===== src/rtl/t03_dpu_pkg.sv =====
// Shared offsets, enums and address helpers for the DPU MMIO register bank.
package t03_dpu_pkg;

    localparam int unsigned OFF_GAME       = 0;
    localparam int unsigned OFF_PSTAT_BASE = 1;
    localparam int unsigned OFF_PPOS_BASE  = 2;
    localparam int unsigned PLAYER_STRIDE  = 2;

    typedef enum logic [1:0] {
        IDLE  = 2'd0,
        PLAY  = 2'd1,
        P1WIN = 2'd2,
        P2WIN = 2'd3
    } game_state_t;

    typedef enum logic [1:0] {
        STAND  = 2'd0,
        MOVE   = 2'd1,
        ATTACK = 2'd2,
        HIT    = 2'd3
    } player_state_t;

    // Word offset of player p's status register.
    function automatic logic [31:0] stat_off(input int unsigned p);
        return 32'(OFF_PSTAT_BASE + PLAYER_STRIDE * p);
    endfunction

    // Word offset of player p's position register.
    function automatic logic [31:0] pos_off(input int unsigned p);
        return 32'(OFF_PPOS_BASE + PLAYER_STRIDE * p);
    endfunction

endpackage


===== src/rtl/t03_dpu_player_regs.sv =====
// One player's shadow/active state, health and position with readback words.
// Health clamping to MAX_HEALTH is enabled by defining T03_DPU_HEALTH_CLAMP_EN.
module t03_dpu_player_regs
    import t03_dpu_pkg::*;
#(
    parameter int unsigned COORD_W    = 11,
    parameter int unsigned HEALTH_W   = 5,
    parameter int unsigned MAX_HEALTH = 31
) (
    input  logic                clk,
    input  logic                rst,
    input  logic                stat_we,
    input  logic                pos_we,
    input  logic [31:0]         wdata,
    input  logic                commit_en,
    output logic [1:0]          state,
    output logic [HEALTH_W-1:0] health,
    output logic [COORD_W-1:0]  x,
    output logic [COORD_W-1:0]  y,
    output logic [31:0]         stat_word_c,
    output logic [31:0]         pos_word_c
);

    player_state_t         shd_state, act_state;
    logic [HEALTH_W-1:0]   shd_health, act_health, health_in;
    logic [COORD_W-1:0]    shd_x, shd_y, act_x, act_y;
    logic                  unused_wdata;
    logic                  unused_max;

    assign unused_wdata = ^wdata;
    assign unused_max   = ^32'(MAX_HEALTH);

    // Health value as it will be stored in the shadow register.
    always_comb begin
        health_in = wdata[HEALTH_W+1:2];
`ifdef T03_DPU_HEALTH_CLAMP_EN
        if (32'(wdata[HEALTH_W+1:2]) > 32'(MAX_HEALTH)) begin
            health_in = HEALTH_W'(MAX_HEALTH);
        end
`endif
    end

    // Shadow registers: CPU writes land here.
    always_ff @(posedge clk) begin
        if (rst) begin
            shd_state  <= STAND;
            shd_health <= '0;
            shd_x      <= '0;
            shd_y      <= '0;
        end else begin
            if (stat_we) begin
                shd_state  <= player_state_t'(wdata[1:0]);
                shd_health <= health_in;
            end
            if (pos_we) begin
                shd_x <= wdata[16 +: COORD_W];
                shd_y <= wdata[0 +: COORD_W];
            end
        end
    end

    // Active registers: take the pre-write shadow at a frame commit.
    always_ff @(posedge clk) begin
        if (rst) begin
            act_state  <= STAND;
            act_health <= '0;
            act_x      <= '0;
            act_y      <= '0;
        end else if (commit_en) begin
            act_state  <= shd_state;
            act_health <= shd_health;
            act_x      <= shd_x;
            act_y      <= shd_y;
        end
    end

    assign state       = act_state;
    assign health      = act_health;
    assign x           = act_x;
    assign y           = act_y;
    assign stat_word_c = 32'({shd_health, shd_state});
    assign pos_word_c  = {16'(shd_x), 16'(shd_y)};

endmodule


===== src/rtl/t03_dpu_mmio_regs.sv =====
// MMIO register bank feeding the DPU: shadow bank written by the CPU,
// copied to the active bank on vsync, registered readback of the shadow.
// Optional build macro: T03_DPU_HEALTH_CLAMP_EN (health clamped to MAX_HEALTH).
module t03_dpu_mmio_regs
    import t03_dpu_pkg::*;
#(
    parameter int unsigned NUM_PLAYERS = 2,
    parameter int unsigned COORD_W     = 11,
    parameter int unsigned HEALTH_W    = 5,
    parameter int unsigned MAX_HEALTH  = 31,
    parameter logic [31:0] BASE_ADDR   = 32'hFF000003
) (
    input  logic                            clk,
    input  logic                            rst,
    input  logic                            wr_en,
    input  logic                            rd_en,
    input  logic [31:0]                     addr,
    input  logic [31:0]                     wdata,
    output logic [31:0]                     rdata,
    output logic                            rd_valid,
    input  logic                            vsync,
    output logic [1:0]                      game_state,
    output logic [2*NUM_PLAYERS-1:0]        p_state,
    output logic [HEALTH_W*NUM_PLAYERS-1:0] p_health,
    output logic [COORD_W*NUM_PLAYERS-1:0]  p_x,
    output logic [COORD_W*NUM_PLAYERS-1:0]  p_y,
    output logic                            pending,
    output logic                            commit
);

    localparam int unsigned LAST_OFF = 2 * NUM_PLAYERS;

    logic [31:0]  offset;
    logic         mapped;
    logic         wr_hit;
    logic         commit_now;
    logic [31:0]  rd_word;
    logic [31:0]  stat_words [NUM_PLAYERS];
    logic [31:0]  pos_words  [NUM_PLAYERS];
    game_state_t  shd_game, act_game;

    assign offset     = addr - BASE_ADDR;
    assign mapped     = (offset <= 32'(LAST_OFF));
    assign wr_hit     = wr_en & mapped;
    assign commit_now = vsync & pending;

    // Game word shadow and active copies.
    always_ff @(posedge clk) begin
        if (rst) begin
            shd_game <= IDLE;
            act_game <= IDLE;
        end else begin
            if (commit_now) begin
                act_game <= shd_game;
            end
            if (wr_en && (offset == 32'(OFF_GAME))) begin
                shd_game <= game_state_t'(wdata[1:0]);
            end
        end
    end

    // Dirty tracking and commit pulse; a write racing a commit stays pending.
    always_ff @(posedge clk) begin
        if (rst) begin
            pending <= 1'b0;
            commit  <= 1'b0;
        end else begin
            pending <= (pending & ~commit_now) | wr_hit;
            commit  <= commit_now;
        end
    end

    // Per-player register slices.
    for (genvar i = 0; i < NUM_PLAYERS; i++) begin : g_player
        t03_dpu_player_regs #(
            .COORD_W    (COORD_W),
            .HEALTH_W   (HEALTH_W),
            .MAX_HEALTH (MAX_HEALTH)
        ) u_player (
            .clk         (clk),
            .rst         (rst),
            .stat_we     (wr_en && (offset == stat_off(i))),
            .pos_we      (wr_en && (offset == pos_off(i))),
            .wdata       (wdata),
            .commit_en   (commit_now),
            .state       (p_state[2*i +: 2]),
            .health      (p_health[HEALTH_W*i +: HEALTH_W]),
            .x           (p_x[COORD_W*i +: COORD_W]),
            .y           (p_y[COORD_W*i +: COORD_W]),
            .stat_word_c (stat_words[i]),
            .pos_word_c  (pos_words[i])
        );
    end

    // Readback mux over the shadow bank; unmapped offsets read as zero.
    always_comb begin
        rd_word = '0;
        if (offset == 32'(OFF_GAME)) begin
            rd_word = 32'(shd_game);
        end
        for (int unsigned i = 0; i < NUM_PLAYERS; i++) begin
            if (offset == stat_off(i)) begin
                rd_word = stat_words[i];
            end
            if (offset == pos_off(i)) begin
                rd_word = pos_words[i];
            end
        end
    end

    // One-cycle registered read pipeline.
    always_ff @(posedge clk) begin
        if (rst) begin
            rdata    <= '0;
            rd_valid <= 1'b0;
        end else begin
            rdata    <= rd_en ? rd_word : '0;
            rd_valid <= rd_en;
        end
    end

    assign game_state = act_game;

endmodule


===== config.mk =====
export PLATFORM = sky130hd
export DESIGN_NAME = t03_dpu_mmio_regs
export DESIGN_NICKNAME = d
export VERILOG_FILES = /design/src/rtl/t03_dpu_pkg.sv /design/src/rtl/t03_dpu_player_regs.sv /design/src/rtl/t03_dpu_mmio_regs.sv
export SDC_FILE = /design/constraint.sdc
export NUM_CORES = 1
export LEC_CHECK = 0
export ABC_CLOCK_PERIOD_IN_PS = 2900
export BUFFER_PORTS_ARGS = -buffer_cell sky130_fd_sc_hd__buf_2
export CORE_ASPECT_RATIO = 0.75
export CORE_MARGIN = 2
export CORE_UTILIZATION = 32
export DETAILED_ROUTE_END_ITERATION = 16
export GPL_ROUTABILITY_DRIVEN = 0
export HOLD_SLACK_MARGIN = 0.02
export REMOVE_ABC_BUFFERS = 1
export SYNTH_ARGS = -nofsm -noshare
export SYNTH_HDL_FRONTEND = slang
export SYNTH_SLANG_ARGS = --single-unit

===== constraint.sdc =====
create_clock -name clk -period 2.9 [get_ports clk]
set_input_delay 0.145 -clock clk [delete_from_list [all_inputs] [get_ports clk]]
set_output_delay 0.145 -clock clk [all_outputs]
set_load 0.05 [all_outputs]

==> summary.md <==
| Metric | Value |
|---|---|
| Status | `completed` |
| Share of layout cells above drive strength 1 | `24.91%` |
| Skew-Pair Late Insertion Delay | `420 ps` |
| Post-DRT Antenna Nets | `0` |
| Main synth FF type | `dfxtp_1` |
| Hold Vio Cnt, Final | `0` |
| CP Max Fanout | `22` |
| Fin nets | `863` |
| CP cell instances | `buf_2, or4_1, or4_1, or2_4, or4_2, buf_12, mux2i_1, nor2_1` |
| Worst Path Buf+Inv | `2` |
| Synth async-reset ratio | `0%` |
| Slew HR | `32.49%` |
| CTS Root Cell | `clkbuf_16` |
| Setup slack at placement | `81.35 ps` |
| Vias in the first global route | `4,595` |
| Worst path top cell family by delay | `simple AND/OR/NAND/NOR gates` |
| Total Neg Setup Slack | `0 ps` |
| Core Region | `16,670 sq um` |
| Core Rows | `41` |
| Inst Count DP | `967` |
| Routed WL | `15,160 um` |
| Final worst setup slack | `512.7 ps` |
| HP Class | `in -> reg` |
| Violation count after the first detailed-route iteration | `203` |
| Synth-to-Final Area Change | `32.87%` |
| Die ar. | `17,990 sq um` |
| Max Clock Freq | `418.9 MHz` |
| Synth Register Bits | `145` |
| Gr usage total | `16.86%` |
| Port Buf Inserts | `143` |
| Yosys cell types | `35` |
| Setup crit start kind | `primary input` |
| Warnings, synthesis | `0` |
| Die height | `116.7 um` |
| Clk buf depth | `2` |
| CP required | `3170 ps` |
| Number of synthesized flops with an enable pin | `0` |
| Synth Area per Inst | `8.530 sq um` |
| Mapped Area | `5416 sq um` |
| Vias | `4,798` |
| RSZ-0062 raised after global routing | `false` |
| Postcts setup bufs | `0` |
| Leak | `0.003047 uW` |
| Diodes inserted | `0` |
| Cell mode on critical path | `or4_1` |
| Die width | `154.2 um` |
| Final min period | `2387 ps` |
| CTS tree | `yes` |
| Drt first pass iters | `4` |
| Total power draw | `4338 uW` |
| Crit path kind | `in -> reg` |
| Register area share after synthesis | `53.59%` |
| Post-Synthesis Cells | `635` |
| Worst-case vdd ir drop | `0.0005097 V` |
| Clock buffer count from CTS | `17` |
| CTS clk-pin slew, worst paths | `60 ps` |
| Largest net degree at the start of global routing | `67` |
| Clk sink count | `145` |
| Final slew viol count | `0` |
| Worst EP arrival | `2660 ps` |
| Worst path slowest cell | `or4_2` |
| Initial Util | `32.49%` |
| H-Tree Depth | `4` |
| Commonest non-fill, non-tap cells in the layout | `nand2_1, dfxtp_1, buf_2, a21oi_1, nor2_1` |
| Slowest stage delay, CP | `650 ps` |
| Worst setup EP type | `flop` |
| First-pass GRT wire length | `23,600 um` |
| Dpl hpwl | `9633 um` |
| Endpoints failing setup | `0` |
| Slew @ Worst Pin | `1005 ps` |
| Initial antenna violation count | `0` |
| Post-layout util | `43.17%` |
| Clock skew | `7.719 ps` |
| Boundary Pins | `164` |
| PD cells | `602.8 nW/um^2` |
| Final worst-path cycle share | `82.32%` |
| Grt ovf | `0` |
| Max-Cap Viols | `0` |
| Via/cell ratio | `4.695` |
| Non-Filler Instances | `1,022` |
| Routed len/inst | `14.83 um` |
| Most common cell after layout, fill and taps aside | `nand2_1` |
| Drt drc | `0` |
area by class of cell:
cell class | instances | area, sq um
fillers | 1705 | 9475
flip-flops and latches | 145 | 2903
multi-input cells | 445 | 2306
repair buffers | 183 | 1126
clock buffers | 17 | 425.4
well taps | 215 | 269.0
clock inverters | 15 | 160.2
inverters | 2 | 7.507
final timing paths:
| kind | startpoint | endpoint | slack (ps) | cells past startpoint |
|---|---|---|---|---|
| worst max-delay path | addr[20] | g_player[0].u_player.shd_y[9]$_SDFFE_PP0P_ | 510 | 8 |
| worst max register to register | pending$_SDFF_PP0_ | g_player[0].u_player.health[3]$_SDFFE_PP0P_ | 1700 | 4 |
| worst min register to register | g_player[0].u_player.y[5]$_SDFFE_PP0P_ | g_player[0].u_player.y[5]$_SDFFE_PP0P_ | 450 | 2 |
| worst min-delay path | wdata[1] | shd_game[1]$_SDFFE_PP0P_ | 40 | 3 |
logic make-up after synthesis:
| family | synth area share (%) |
|---|---|
| AND/OR/NAND/NOR | 20.86 |
| multiplexers | 8.547 |
| other | 0.06923 |
| buffers and inverters | 4.758 |
| flip-flops | 53.59 |
| XOR/XNOR | 0.1617 |
| AO/OA/AOI/OAI | 12.01 |
where the power goes:
group          switching [uW]  internal [uW]  leakage (uW)  total, uW
Combinational             114           64.9       0.00160        179
Clock                     891           1280      0.000278       2170
Sequential              0.336           1990       0.00117       1990
tightest hold or removal path, delay by kind of cell:
family / cells / cell delay, ps
buffers and inverters: 1 / 130
and+or+nand+nor: 1 / 70
muxes: 1 / 70
layer usage:
layer / GRT usage [%] / up-vias / routed length [um]
met3: 4.787 / 12 / 842
met4: 5.047 / 0 / 137
met1: 22.11 / 2223 / 7402
met5: 0 / - / 0
met2: 27.32 / 124 / 6776
li1: - / 2439 / -
per-stage QoR:
| stage | hold slack [ps] | area (sq um) |
|---|---|---|
| final | 35.56 | 7197 |
| after global routing | 22.25 | 7197 |
| after CTS | 21.23 | 7197 |
| after floorplan | 214.1 | 5200 |
| after detailed placement | 399.8 | 6381 |
| after global placement | 394.6 | 6381 |
cells in the mapped netlist, types with 2 or more instances:
master	instances	area (sq um)
nand4_1	5	31.28
buf_6	2	22.52
dfxtp_1	145	2903
a21oi_1	90	450.4
nor3_1	6	30.03
a22oi_1	15	112.6
o21ai_0	4	20.02
mux2i_1	44	440.4
buf_2	2	10.01
buf_4	10	75.07
clkbuf_1	36	135.1
buf_1	2	7.510
o22ai_1	4	25.02
nand3_1	6	30.03
nor2_1	64	240.2
nor4_1	2	12.51
nand2_1	171	641.9
or4_1	7	52.55
a2111oi_0	4	35.03
timing repair:
| action | in CTS | in global routing |
|---|---|---|
| resized for setup | 0 | 0 |
| hold buffers | 23 | 0 |
| hold endpoints to repair | 52 | 0 |
registers in the layout (all words and copies together) (netlist names):
signal / count
g_player.u_player.shd_y: 22
rdata: 22
shd_game: 2
g_player.u_player.state: 4
game_state: 2
pending: 1
g_player.u_player.x: 22
g_player.u_player.shd_state: 4
g_player.u_player.shd_x: 22
g_player.u_player.y: 22
g_player.u_player.shd_health: 10
g_player.u_player.health: 10
rd_valid: 1
commit: 1
No activity file was read; power rests on OpenSTA's default activity.
